File: config.mk
export PLATFORM = sky130hd
export DESIGN_NAME = lif_synapse_integrator
export DESIGN_NICKNAME = d
export VERILOG_FILES = /design/src/rtl/lif_synapse_integrator.sv
export SDC_FILE = /design/constraint.sdc
export NUM_CORES = 1
export LEC_CHECK = 0
export CORE_MARGIN = 2
export CORE_UTILIZATION = 60
export DETAILED_ROUTE_END_ITERATION = 16
export PLACE_DENSITY = 0.84
export SETUP_SLACK_MARGIN = 0.5
export SKIP_LAST_GASP = 1
export SYNTH_ARGS = -nofsm -noshare
export SYNTH_HDL_FRONTEND = slang
export SYNTH_SLANG_ARGS = --single-unit
File: constraint.sdc
create_clock -name clk -period 14.35 [get_ports clk]
set_clock_uncertainty 0.15 [all_clocks]
set_input_delay 2.87 -clock clk [delete_from_list [all_inputs] [get_ports clk]]
set_output_delay 2.87 -clock clk [all_outputs]
set_load 0.1 [all_outputs]
File: src/rtl/lif_synapse_integrator.sv
`default_nettype none
// ---------------------------------------------------------------------------
// lif_synapse_integrator : weighted spike summation into a saturating 5-bit
// current with periodic decay, for the downstream LIF neuron. Rev 1.0
// ---------------------------------------------------------------------------
module lif_synapse_integrator #(
  parameter int                N_INPUTS     = 4,
  parameter int                DECAY_PERIOD = 4,
  parameter int                DECAY_SHIFT  = 2,
  parameter logic signed [3:0] WEIGHT_INIT  = 4'sd3
) (
  input  logic                clk,
  input  logic                rst_n,
  input  logic [N_INPUTS-1:0] spike_in,
  input  logic                clear,
  input  logic                wr_en,
  input  logic [1:0]          wr_addr,
  input  logic [3:0]          wr_data,
  output logic [4:0]          current_out,
  output logic                decay_tick,
  output logic [7:0]          event_count
);

  localparam int             CNT_W   = (DECAY_PERIOD > 1) ? $clog2(DECAY_PERIOD) : 1;
  localparam logic [CNT_W-1:0] CNT_MAX = CNT_W'(DECAY_PERIOD - 1);

  logic signed [3:0] weight_q [N_INPUTS];
  logic signed [3:0] weight_d [N_INPUTS];
  logic [CNT_W-1:0]  dcnt_q, dcnt_d;
  logic              decay_tick_q, decay_tick_d;
  logic [4:0]        current_q, current_d;
  logic [7:0]        event_count_q, event_count_d;

  logic signed [6:0] spike_sum;
  logic [4:0]        decay_shifted;
  logic [4:0]        decay_amt;
  logic signed [7:0] next_raw;

  always_comb begin
    for (int i = 0; i < N_INPUTS; i++) begin
      weight_d[i] = weight_q[i];
      if (wr_en && (wr_addr == 2'(i))) begin
        weight_d[i] = wr_data;
      end
    end
  end

  // Spikes always see the pre-edge weights, so a same-cycle write is not visible yet.
  always_comb begin
    spike_sum = 7'sd0;
    for (int i = 0; i < N_INPUTS; i++) begin
      if (spike_in[i]) begin
        spike_sum = spike_sum + {{3{weight_q[i][3]}}, weight_q[i]};
      end
    end
  end

  always_comb begin
    dcnt_d       = (dcnt_q == CNT_MAX) ? '0 : dcnt_q + 1'b1;
    decay_tick_d = (dcnt_q == CNT_MAX);
  end

  always_comb begin
    decay_shifted = current_q >> DECAY_SHIFT;
    decay_amt     = 5'd0;
    if (decay_tick_q && (current_q != 5'd0)) begin
      decay_amt = (decay_shifted == 5'd0) ? 5'd1 : decay_shifted;
    end
    next_raw = $signed({3'b000, current_q}) - $signed({3'b000, decay_amt})
             + {spike_sum[6], spike_sum};
  end

  always_comb begin
    current_d     = current_q;
    event_count_d = event_count_q;
    if (clear) begin
      current_d     = 5'd0;
      event_count_d = 8'd0;
    end else begin
      if (next_raw[7]) begin
        current_d = 5'd0;
      end else if (next_raw > 8'sd31) begin
        current_d = 5'd31;
      end else begin
        current_d = next_raw[4:0];
      end
      if ((|spike_in) && (event_count_q != 8'hFF)) begin
        event_count_d = event_count_q + 8'd1;
      end
    end
  end

  always_ff @(posedge clk or negedge rst_n) begin
    if (!rst_n) begin
      for (int i = 0; i < N_INPUTS; i++) begin
        weight_q[i] <= WEIGHT_INIT;
      end
      dcnt_q        <= '0;
      decay_tick_q  <= 1'b0;
      current_q     <= 5'd0;
      event_count_q <= 8'd0;
    end else begin
      for (int i = 0; i < N_INPUTS; i++) begin
        weight_q[i] <= weight_d[i];
      end
      dcnt_q        <= dcnt_d;
      decay_tick_q  <= decay_tick_d;
      current_q     <= current_d;
      event_count_q <= event_count_d;
    end
  end

  assign current_out = current_q;
  assign decay_tick  = decay_tick_q;
  assign event_count = event_count_q;

endmodule
`default_nettype wire
==> run metrics, run 1 <==
fin area approximately 3100 µm²; Final min period between 8 and 9 ns; post-synthesis sequential area ratio 30.6%; synthesis-stage register bit count 32; max-slew violations 0; Total GRT Usage 24.8%; CTS Root Buffer Type clkbuf_8; leak pwr 1.31 nW; area occupied by multi-input gates 1770 µm²; full die area 4970 µm²; drt via density 6.13; endpoints failing setup 0; Slew @ Worst Pin 0.997 ns; CTS max path bufs 2; Antenna Violating Nets Remaining 0; DRC viols 0; Placer Congestion roughly 0.85; Synth Flop Type dfrtp_1; fin crit share roughly 57%; number of synthesized flops with an enable pin 0; Mapped Avg Cell Area 10.1 µm²; post-cts resize count 0; status finished, final reports clean; vias after detailed routing 2,126; total negative setup slack 0 ns; CTS Sinks 32; first-pass GRT wire length 9880 µm; Routed WL 5730 µm; initial DRC count 94; Yosys warning count 0; initial antenna violation count 0; layout cells sized above 1 15.6%; drt first pass iters 4; Initial Util 61.8%; total grt overflow 0; HP Class reg2reg; core footprint 4290 µm²; IO Count 28; Max-Cap Viols 0; Sequential Area 811 µm²; area delta synth->final 15.4%; # fillers 307; Worst setup EP type flop; fraction of registers with async set or reset after synthesis 100%; fin nets 342; total CTS buffers 5; TritonCTS clock tree done; antenna diode count 0; worst-skew pair later-pin latency 0.28 ns; crit path kind in2reg; largest net degree at the start of global routing 33; Distinct cells, synth 49; CP required 14.37 ns; Power Dens Cells around 210 nW/µm²; RSZ-0062 raised after global routing no; H-tree depth 2; CP max FO 6; Synth Instances around 260; Fin. Hold Viols 0; placed cell areas 2970 µm²; Die W 70.5 µm; Rows 24; die extent in y 70.5 µm; Reg clk slew, reported paths approximately 0.070 ns; crit start category primary input; critical path arrival 8.25 ns; Fmax ~120 MHz; worst vdd ir between 0.0001 and 0.00015 V; Hold-fix buffers, CTS 0; WL/cell 16.5 µm; vias in the first global route 2,168; Port Buffer Count 27; DPL Wire Length 4480 µm; Slew Limit Headroom 33.3%; syn nets ~310; mapped cell area 2650 µm²; setup bufs post-CTS 0
[logic make-up after synthesis]
logic type	share of synthesized area [%]
buf+inv	2.92
xor+xnor	5.94
compound gates	17.4
mux	11.8
fa+ha+maj	17.4
simple gates	14.0
flops	30.6
[synth_stat cells, types with 4 or more instances]
| library cell | instances | area (µm²) |
|---|---|---|
| ha_1 | 29 | 363 |
| nand3_1 | 8 | 40.0 |
| o21ai_0 | 9 | 45.0 |
| a21o_1 | 7 | 52.6 |
| nand4_1 | 6 | 37.5 |
| nor4_1 | 4 | 25.0 |
| a211oi_1 | 5 | 37.5 |
| xnor2_1 | 11 | 96.3 |
| or3_1 | 4 | 25.0 |
| inv_1 | 14 | 52.6 |
| nor3_1 | 4 | 20.0 |
| mux2_2 | 26 | 293 |
| xor2_1 | 7 | 61.3 |
| fa_1 | 5 | 100 |
| nor2_1 | 16 | 60.1 |
| nand2_1 | 13 | 48.8 |
| dfstp_2 | 8 | 210 |
| dfrtp_1 | 24 | 601 |
| a21oi_1 | 14 | 70.1 |
| o21a_1 | 8 | 60.1 |
[per-layer routing]
metal | vias up | global-route usage, % | wire [µm]
met4 | 0 | 8.33 | 111
met5 | - | 0 | 0
li1 | 1042 | - | -
met3 | 11 | 2.60 | 133
met2 | 36 | 42.9 | 2870
met1 | 1037 | 32.7 | 2610
[stage by stage]
| stage | hold WS (ns) | total power [mW] | setup WS (ns) | cells | utilization (%) |
|---|---|---|---|---|---|
| finish | 0.298 | 0.635 | 6.12 | 347 | 71.3 |
| CTS | 0.299 | 0.634 | 6.17 | 347 | 71.3 |
| global placement | 0.265 | 0.540 | 6.16 | 339 | 69.2 |
| global route | 0.306 | 0.692 | 5.82 | 347 | 71.3 |
| detailed placement | 0.281 | 0.558 | 5.90 | 339 | 69.2 |
| floorplan | 0.253 | 0.472 | 6.83 | 264 | - |
[layout by cell type, fill, tap and decap left out, types with 3 or more instances in the layout]
master	netlist	layout
ha_1	29	29
clkdlybuf4s50_1	0	27
mux2_2	26	26
dfrtp_1	24	24
nor2_1	16	16
inv_1	14	14
a21oi_1	14	14
nand2_1	13	13
xnor2_1	11	11
o21ai_0	9	9
o21a_1	8	8
nand3_1	8	8
dfstp_2	8	8
xor2_1	7	7
a21o_1	7	7
nand4_1	6	6
clkbuf_8	0	6
a211oi_1	5	5
fa_1	5	5
nor3_1	4	4
nor4_1	4	4
or3_1	4	4
and2_1	3	3
a31oi_1	3	3
nand2b_1	3	3
nand3b_1	3	3
[cell type report]
cell class	instances	area share (%)
well taps	52	2.13
repair buffers	28	9.07
flip-flops and latches	32	26.5
clock buffers	8	2.94
multi-input cells	213	57.7
inverters	14	1.72
[sequential cells by signal, indices dropped and copies added, names as in the netlist]
signal and flops:
event_count 8, dcnt_q 2, current_out 5, decay_tick 1, weight_q 16
[final timing paths]
| path | slack [ns] | from | cells past startpoint | to |
|---|---|---|---|---|
| setup / recovery | 6.12 | spike_in[0] | 20 | current_out[2] |
| min in group asynchronous | 2.83 | rst_n | 2 | weight_q[3] |
| setup reg to reg | 8.76 | weight_q[12] | 19 | current_out[2] |
| hold / removal | 0.30 | dcnt_q[0] | 1 | dcnt_q[0] |
| hold reg to reg | 0.30 | dcnt_q[0] | 1 | dcnt_q[0] |
| max in group asynchronous | 10.90 | rst_n | 2 | weight_q[5] |
[worst max-delay path, cell delays in order]
cell and delay (ns):
clkdlybuf4s50_1 0.56, and2_1 0.17, ha_1 0.21, fa_1 0.43
mux2_2 0.31, fa_1 0.46, a211oi_1 0.41, o21ai_0 0.16
o2bb2ai_1 0.26, ha_1 0.34, nand4_1 0.12, o41ai_1 0.09
a31oi_1 0.18, nand3_1 0.13, a311oi_2 0.22, ha_1 0.31
or3_1 0.38, o32ai_1 0.12, o211ai_1 0.24, o21a_1 0.25
[where the power goes]
group | internal [mW] | switching, mW | total, mW
sequential | 0.111 | 0.0179 | 0.129
clock | 0.0391 | 0.0312 | 0.0702
combinational | 0.182 | 0.255 | 0.436
No activity file was read; power rests on OpenSTA's default activity.
==> run 2, diff against run 1 <==
--- a/config.mk
+++ b/config.mk
@@ -6,9 +6,9 @@
 export NUM_CORES = 1
 export LEC_CHECK = 0
 export CORE_MARGIN = 2
-export CORE_UTILIZATION = 60
+export CORE_UTILIZATION = 52
 export DETAILED_ROUTE_END_ITERATION = 16
-export PLACE_DENSITY = 0.84
+export PLACE_DENSITY = 0.77
 export SETUP_SLACK_MARGIN = 0.5
 export SKIP_LAST_GASP = 1
 export SYNTH_ARGS = -nofsm -noshare
==> constraint.sdc (replaced) <==
create_clock -name clk -period 7.4 [get_ports clk]
set_clock_uncertainty 0.15 [all_clocks]
set_input_delay 1.48 -clock clk [delete_from_list [all_inputs] [get_ports clk]]
set_output_delay 1.48 -clock clk [all_outputs]
set_load 0.1 [all_outputs]
==> run 2 against run 1 <==
Against the previous run:
- die area is 14% higher
- combinational power is 91% higher
- worst setup slack worse by 5.3 ns
- via count fell by 1.0%
- critical path type unchanged
- critical endpoint unchanged
- largest power group unchanged
- highest routed layer unchanged
==> run metrics, run 2 (synthesized netlist as in run 1, its figures left out) <==
Reg clk slew, reported paths 0.07 ns (about the same); Reg with most FFs weight_q; fin area 3110 µm² (+1.6%); setup ws final 0.854 ns (-5.26 ns); Antenna Violating Nets Remaining 0 (unchanged); Slew Limit Headroom 34.7% (+1.4 points); Post-Place Cells 357 (+5.3%); # fillers 435 (+42%); vias after detailed routing 2,104 (-1.0%); drt via density 5.73 (-6.4%); Worst Hold Depth 1 (unchanged); CP max FO 8 (+2); CP required 7.43 ns (-6.94 ns); reg2reg path depth 20 (+1); fin crit share about nine tenths; Power Dens Cells 389 nW/µm² (+87%); DRC viols 0 (unchanged); max-slew violations 0 (unchanged); Port Buffer Count 27 (unchanged); Hold Slack 0.282 ns (-0.0160 ns); initial antenna violation count 0 (unchanged); largest net degree at the start of global routing 33 (unchanged); r2r endpoint current_out[2]; placed cell areas 2990 µm² (+0.76%); status finished, final reports clean; CTS Root Buffer Type clkbuf_8; Max-Cap Viols 0 (unchanged); Die W 75.4 µm (+7.0%); first-pass GRT wire length 9060 µm (-8.3%); fin nets 344 (+0.58%); area delta synth->final 17.2%; most frequent cells in the layout 27 x ha_1, 27 x clkdlybuf4s50_1, 26 x mux2_2, 24 x dfrtp_1, 16 x nor2_1; Final min period 6.55 ns; Worst Hold Launch dcnt_q[0]; CTS max path bufs 2 (unchanged); Fin. Hold Viols 0 (unchanged); internal reg-to-reg setup slack 2.09 ns (-6.67 ns); Non-Filler Instances 367 (+5.8%); layout cells sized above 1 18.2% (+2.6 points); crit start category primary input; endpoints failing setup 0 (unchanged); leak pwr 1.31 nW (+0.24%); core footprint 5010 µm² (+17%); worst hold path endpoint dcnt_q[0]; critical path arrival 6.57 ns (-1.68 ns); Routed WL 5240 µm (-8.6%); post-route core utilization 62.1% (-9.2 points); H-tree depth 2 (unchanged); Initial Util 53.0% (-8.8 points); Power Total 1.21 mW (+90%); total grt overflow 0 (unchanged); max FFs per register 16 (unchanged); Slew @ Worst Pin 0.977 ns (-0.0203 ns); Fmax between 150 and 200 MHz; worst reg2reg startpoint weight_q[12]; die extent in y 75.4 µm (+7.0%); drt first pass iters 4 (unchanged); worst-skew pair later-pin latency 0.28 ns (about the same); crit path kind in2reg; vias in the first global route 1,965 (-9.4%); WL/cell 14.3 µm (-14%); HP Class reg2reg; full die area 5690 µm² (+14%); total negative setup slack 0 ns (unchanged); CTS Sinks 32 (unchanged); TritonCTS clock tree done; antenna diode count 0 (unchanged); initial DRC count 93 (-1.1%); worst vdd ir 0.000162 V (+48%); DPL Wire Length 4130 µm (-7.8%); IO Count 28 (unchanged); Total GRT Usage 20.5% (-4.3 points); Hold-fix buffers, CTS 0 (unchanged); Rows 26 (+8.3%); RSZ-0062 raised after global routing no; Worst setup EP type flop; total CTS buffers 5 (unchanged); Placer Congestion 0.826 (-3.3%); Place WS 0.460 ns (-5.44 ns)
## run 2: layer usage
metal | up-vias | GRT usage, % | share of wire (%)
met5 | - | 0 | 0
met4 | 0 | 5.85 | 1.5
met3 | 8 | 2.38 | 2.3
met2 | 33 | 31.9 | 46
met1 | 1009 | 30.3 | 50
li1 | 1054 | - | -
## run 2: layout make-up
cell class / count / area (µm²) / area share (%)
clock buffer: 7 / 76.3 / 2.45
clock inverter: 1 / 5.00 / 0.161
multi-input combinational: 213 / 1790 / 57.4
timing repair buffer: 30 / 293 / 9.41
inverter: 14 / 52.6 / 1.69
sequential: 32 / 811 / 26.1
tap: 70 / 87.6 / 2.82
## run 2: how the worst max path moves through the flow
stage / start / cells after the start / to
after global placement: spike_in[0] / 23 / current_out[3]
after CTS: spike_in[0] / 23 / current_out[2]
after global routing: spike_in[0] / 22 / current_out[2]
final: spike_in[0] / 22 / current_out[2]
after floorplan: spike_in[0] / 22 / current_out[2]
after detailed placement: spike_in[0] / 23 / current_out[2]
## run 2: repair_timing
| action | CTS | global route |
|---|---|---|
| gates resized for setup | 0 | 7 |
| buffers inserted | 0 | 2 |
| endpoints found under the setup margin | 0 | 5 |
## run 2: worst max-delay path, cell delays in order
cell and delay (ns):
clkdlybuf4s50_1 0.47, and2_1 0.19, ha_2 0.19, fa_2 0.38, a31oi_4 0.16, or3b_1 0.38
o221ai_2 0.10, ha_1 0.31, a21oi_1 0.14, o21ai_0 0.11, xnor2_1 0.22, o21ai_0 0.12
ha_2 0.42, nand3_1 0.09, or3_1 0.33, nand3_1 0.11, a311oi_2 0.05, ha_1 0.38
or3_1 0.38, o32ai_1 0.12, o211ai_1 0.21, o21a_1 0.23
## run 2: report_power, final
group	switching, mW	total (mW)	leakage, nW	internal (mW)
clock	0.0602	0.126	0.0422	0.0658
sequential	0.0343	0.249	0.389	0.215
combinational	0.475	0.834	0.881	0.360
total	0.569	1.21	1.31	0.641
==> run 3, diff against run 2 <==
--- a/config.mk
+++ b/config.mk
@@ -5,12 +5,15 @@
 export SDC_FILE = /design/constraint.sdc
 export NUM_CORES = 1
 export LEC_CHECK = 0
+export ABC_AREA = 1
+export CAP_MARGIN = 20
 export CORE_MARGIN = 2
 export CORE_UTILIZATION = 52
 export DETAILED_ROUTE_END_ITERATION = 16
 export PLACE_DENSITY = 0.77
 export SETUP_SLACK_MARGIN = 0.5
 export SKIP_LAST_GASP = 1
+export SLEW_MARGIN = 20
 export SYNTH_ARGS = -nofsm -noshare
 export SYNTH_HDL_FRONTEND = slang
 export SYNTH_SLANG_ARGS = --single-unit
==> run 3 against run 2 <==
Against the previous run:
- first-iteration DRC count increased by 23%
- sequential cell count unchanged
- worst setup slack gained 0.44 ns
- clock-buffer cell count shrank 1
- largest power group unchanged
- global-route usage grew 0.40 points
- total power fell by 13%
- largest cell class unchanged
- die area is 4.5% higher
- utilization up 1.0 points
- critical endpoint is now current_out[4]
==> run metrics, run 3 <==
status finished, final reports clean; CP delay by family, top adder cells; post-synthesis sequential area ratio 29.2% (-1.4 points); synthesis-stage register bit count 32 (unchanged); post-route core utilization 63.1% (+1.0 points); Non-Filler Instances 477 (+30%); share of the synthesized area in the top cell type 21.6% (-1.0 points); power share of the combinational group 62.3% (-6.7 points); crit start category primary input; Flop pwr share 22.5% (+1.9 points); syn nets 421 (+35%); initial antenna violation count 0 (unchanged); leak pwr 1.70 nW (+30%); Total GRT Usage 20.9% (+0.40 points); RSZ-0062 raised after global routing no; crit path kind in2reg; total CTS buffers 5 (unchanged); area delta synth->final 16.7%; Fin. Hold Viols 0 (unchanged); DRC viols 0 (unchanged); Rows 26 (unchanged); Reg clk slew, reported paths 0.06 ns (about the same); TritonCTS clock tree done; setup bufs post-CTS 0 (unchanged); Worst path slowest cell clkdlybuf4s50_1; Synth Instances 373 (+41%); Hold-fix buffers, CTS 0 (unchanged); layout cells sized above 1 7.86% (-10 points); drt via density 5.26 (-8.3%); sw frac 48.5% (+1.5 points); initial DRC count 114 (+23%); Synth area leaders dfrtp_1 22%, nand2_1 13%, ha_1 13%; number of synthesized flops with an enable pin 0 (unchanged); most common cell in the netlist nand2_1; Reg with most FFs weight_q; critical path arrival 6.13 ns (-0.44 ns); Post-Place Cells 469 (+31%); CTS Root Buffer Type clkbuf_8; CTS max path bufs 2 (unchanged); Place WS 1.02 ns (+0.561 ns); total grt overflow 0 (unchanged); largest net degree at the start of global routing 33 (unchanged); CTS Sinks 32 (unchanged); fin area 3240 µm² (+4.3%); setup ws final 1.30 ns (+0.443 ns); Yosys warning count 0 (unchanged); fin nets 454 (+32%); CP max FO 5 (-3); most frequent CP cell nand2_1; worst vdd ir 0.000214 V (+33%); DPL Wire Length 4710 µm (+14%); Fmax 164 MHz (+7.3%); Port Buffer Count 27 (unchanged); Antenna Violating Nets Remaining 0 (unchanged); Mapped Avg Cell Area 7.45 µm² (-26%); placed cell areas 3140 µm² (+4.7%); WL/cell 11.9 µm (-16%); CP required 7.43 ns (about the same); total negative setup slack 0 ns (unchanged); max-slew violations 0 (unchanged); endpoints failing setup 0 (unchanged); Synth Flop Type dfrtp_1; full die area 5950 µm² (+4.5%); CP peak stage delay 0.53 ns (+0.06 ns); Power Total 1.06 mW (-13%); most frequent cells in the layout 99 x nand2_1, 49 x inv_1, 38 x nand3_1, 29 x ha_1, 27 x clkdlybuf4s50_1; Slew Limit Headroom 34.1% (-0.53 points); core footprint 5140 µm² (+2.6%); H-tree depth 2 (unchanged); Die W 77.1 µm (+2.2%); Commonest cells post-synth 99 x nand2_1, 49 x inv_1, 38 x nand3_1; max FFs per register 16 (unchanged); Slew @ Worst Pin 0.985 ns (+0.00798 ns); part of the power in the clock network 15.2% (+4.8 points); fin crit share 82.5% (-6.0 points); antenna diode count 0 (unchanged); drt first pass iters 4 (unchanged); Placer Congestion 0.883 (+6.9%); Initial Util 54.1% (+1.1 points); IO Count 28 (unchanged); HP Class reg2reg; Max-Cap Viols 0 (unchanged); vias in the first global route 2,384 (+21%); fraction of registers with async set or reset after synthesis 100% (unchanged); Hold Slack 0.277 ns (-0.00440 ns); Worst setup EP type flop; Critical path buffers and inverters 5 (+4); leading area contributor after synthesis dfrtp_1; most common cell after layout, fill and taps aside nand2_1; Final min period 6.10 ns (-0.443 ns); first-pass GRT wire length 10,200 µm (+13%); die extent in y 77.1 µm (+2.2%); vias after detailed routing 2,509 (+19%); Routed WL 5700 µm (+8.8%); Power Dens Cells 326 nW/µm² (-16%); Distinct cells, synth 35 (-29%); mapped cell area 2780 µm² (+4.8%); worst-skew pair later-pin latency 0.28 ns (about the same); Psw 0.512 mW (-10%); post-cts resize count 0 (unchanged); internal power 0.544 mW (-15%)
==> run 3: cell type report <==
type	instances	area, µm²
Clock buffer	6	72.6
Clock inverter	2	35.0
Fill cell	487	1900
Inverter	54	203
Multi-Input combinational cell	285	1760
Sequential cell	32	811
Tap cell	70	87.6
Timing Repair Buffer	28	278
==> run 3: power groups by stage <==
| stage | clock network, mW | registers, mW | logic, mW |
|---|---|---|---|
| finish | 0.160 | 0.238 | 0.657 |
| global route | 0.172 | 0.242 | 0.744 |
| CTS | 0.165 | 0.238 | 0.657 |
| detailed placement | 0 | 0.241 | 0.652 |
| global placement | 0 | 0.240 | 0.635 |
| floorplan | 0 | 0.329 | 0.423 |
==> run 3: routing by layer <==
layer	wire length, µm	global-route usage [%]	vias to the layer above
met2	2560	33.8	66
met5	0	0	-
met4	75	7.32	0
li1	-	-	1305
met3	257	2.94	6
met1	2800	28.7	1132
==> run 3: worst paths after layout <==
path                              startpoint        endpoint  slack, ns  cells past startpoint
worst min-delay path               dcnt_q[0]       dcnt_q[0]       0.28                      1
worst max register to register  weight_q[12]  current_out[4]       2.52                     29
min in group asynchronous              rst_n    weight_q[10]       1.43                      2
max in group asynchronous              rst_n     weight_q[1]       5.34                      2
worst max-delay path             spike_in[0]  current_out[4]       1.30                     30
worst min register to register     dcnt_q[0]       dcnt_q[0]       0.28                      1
==> run 3: cell families (layout without fill, tap and decap cells) <==
kind of cell | Yosys count | in the layout | share of synthesized area [%]
and+or+nand+nor | 183 | 183 | 30.9
buffers and inverters | 56 | 90 | 7.65
AOI/OAI and AO/OA | 53 | 53 | 10.9
adders and majority gates | 34 | 34 | 16.7
DFF | 32 | 32 | 29.2
xor gates and xnor gates | 15 | 15 | 4.73
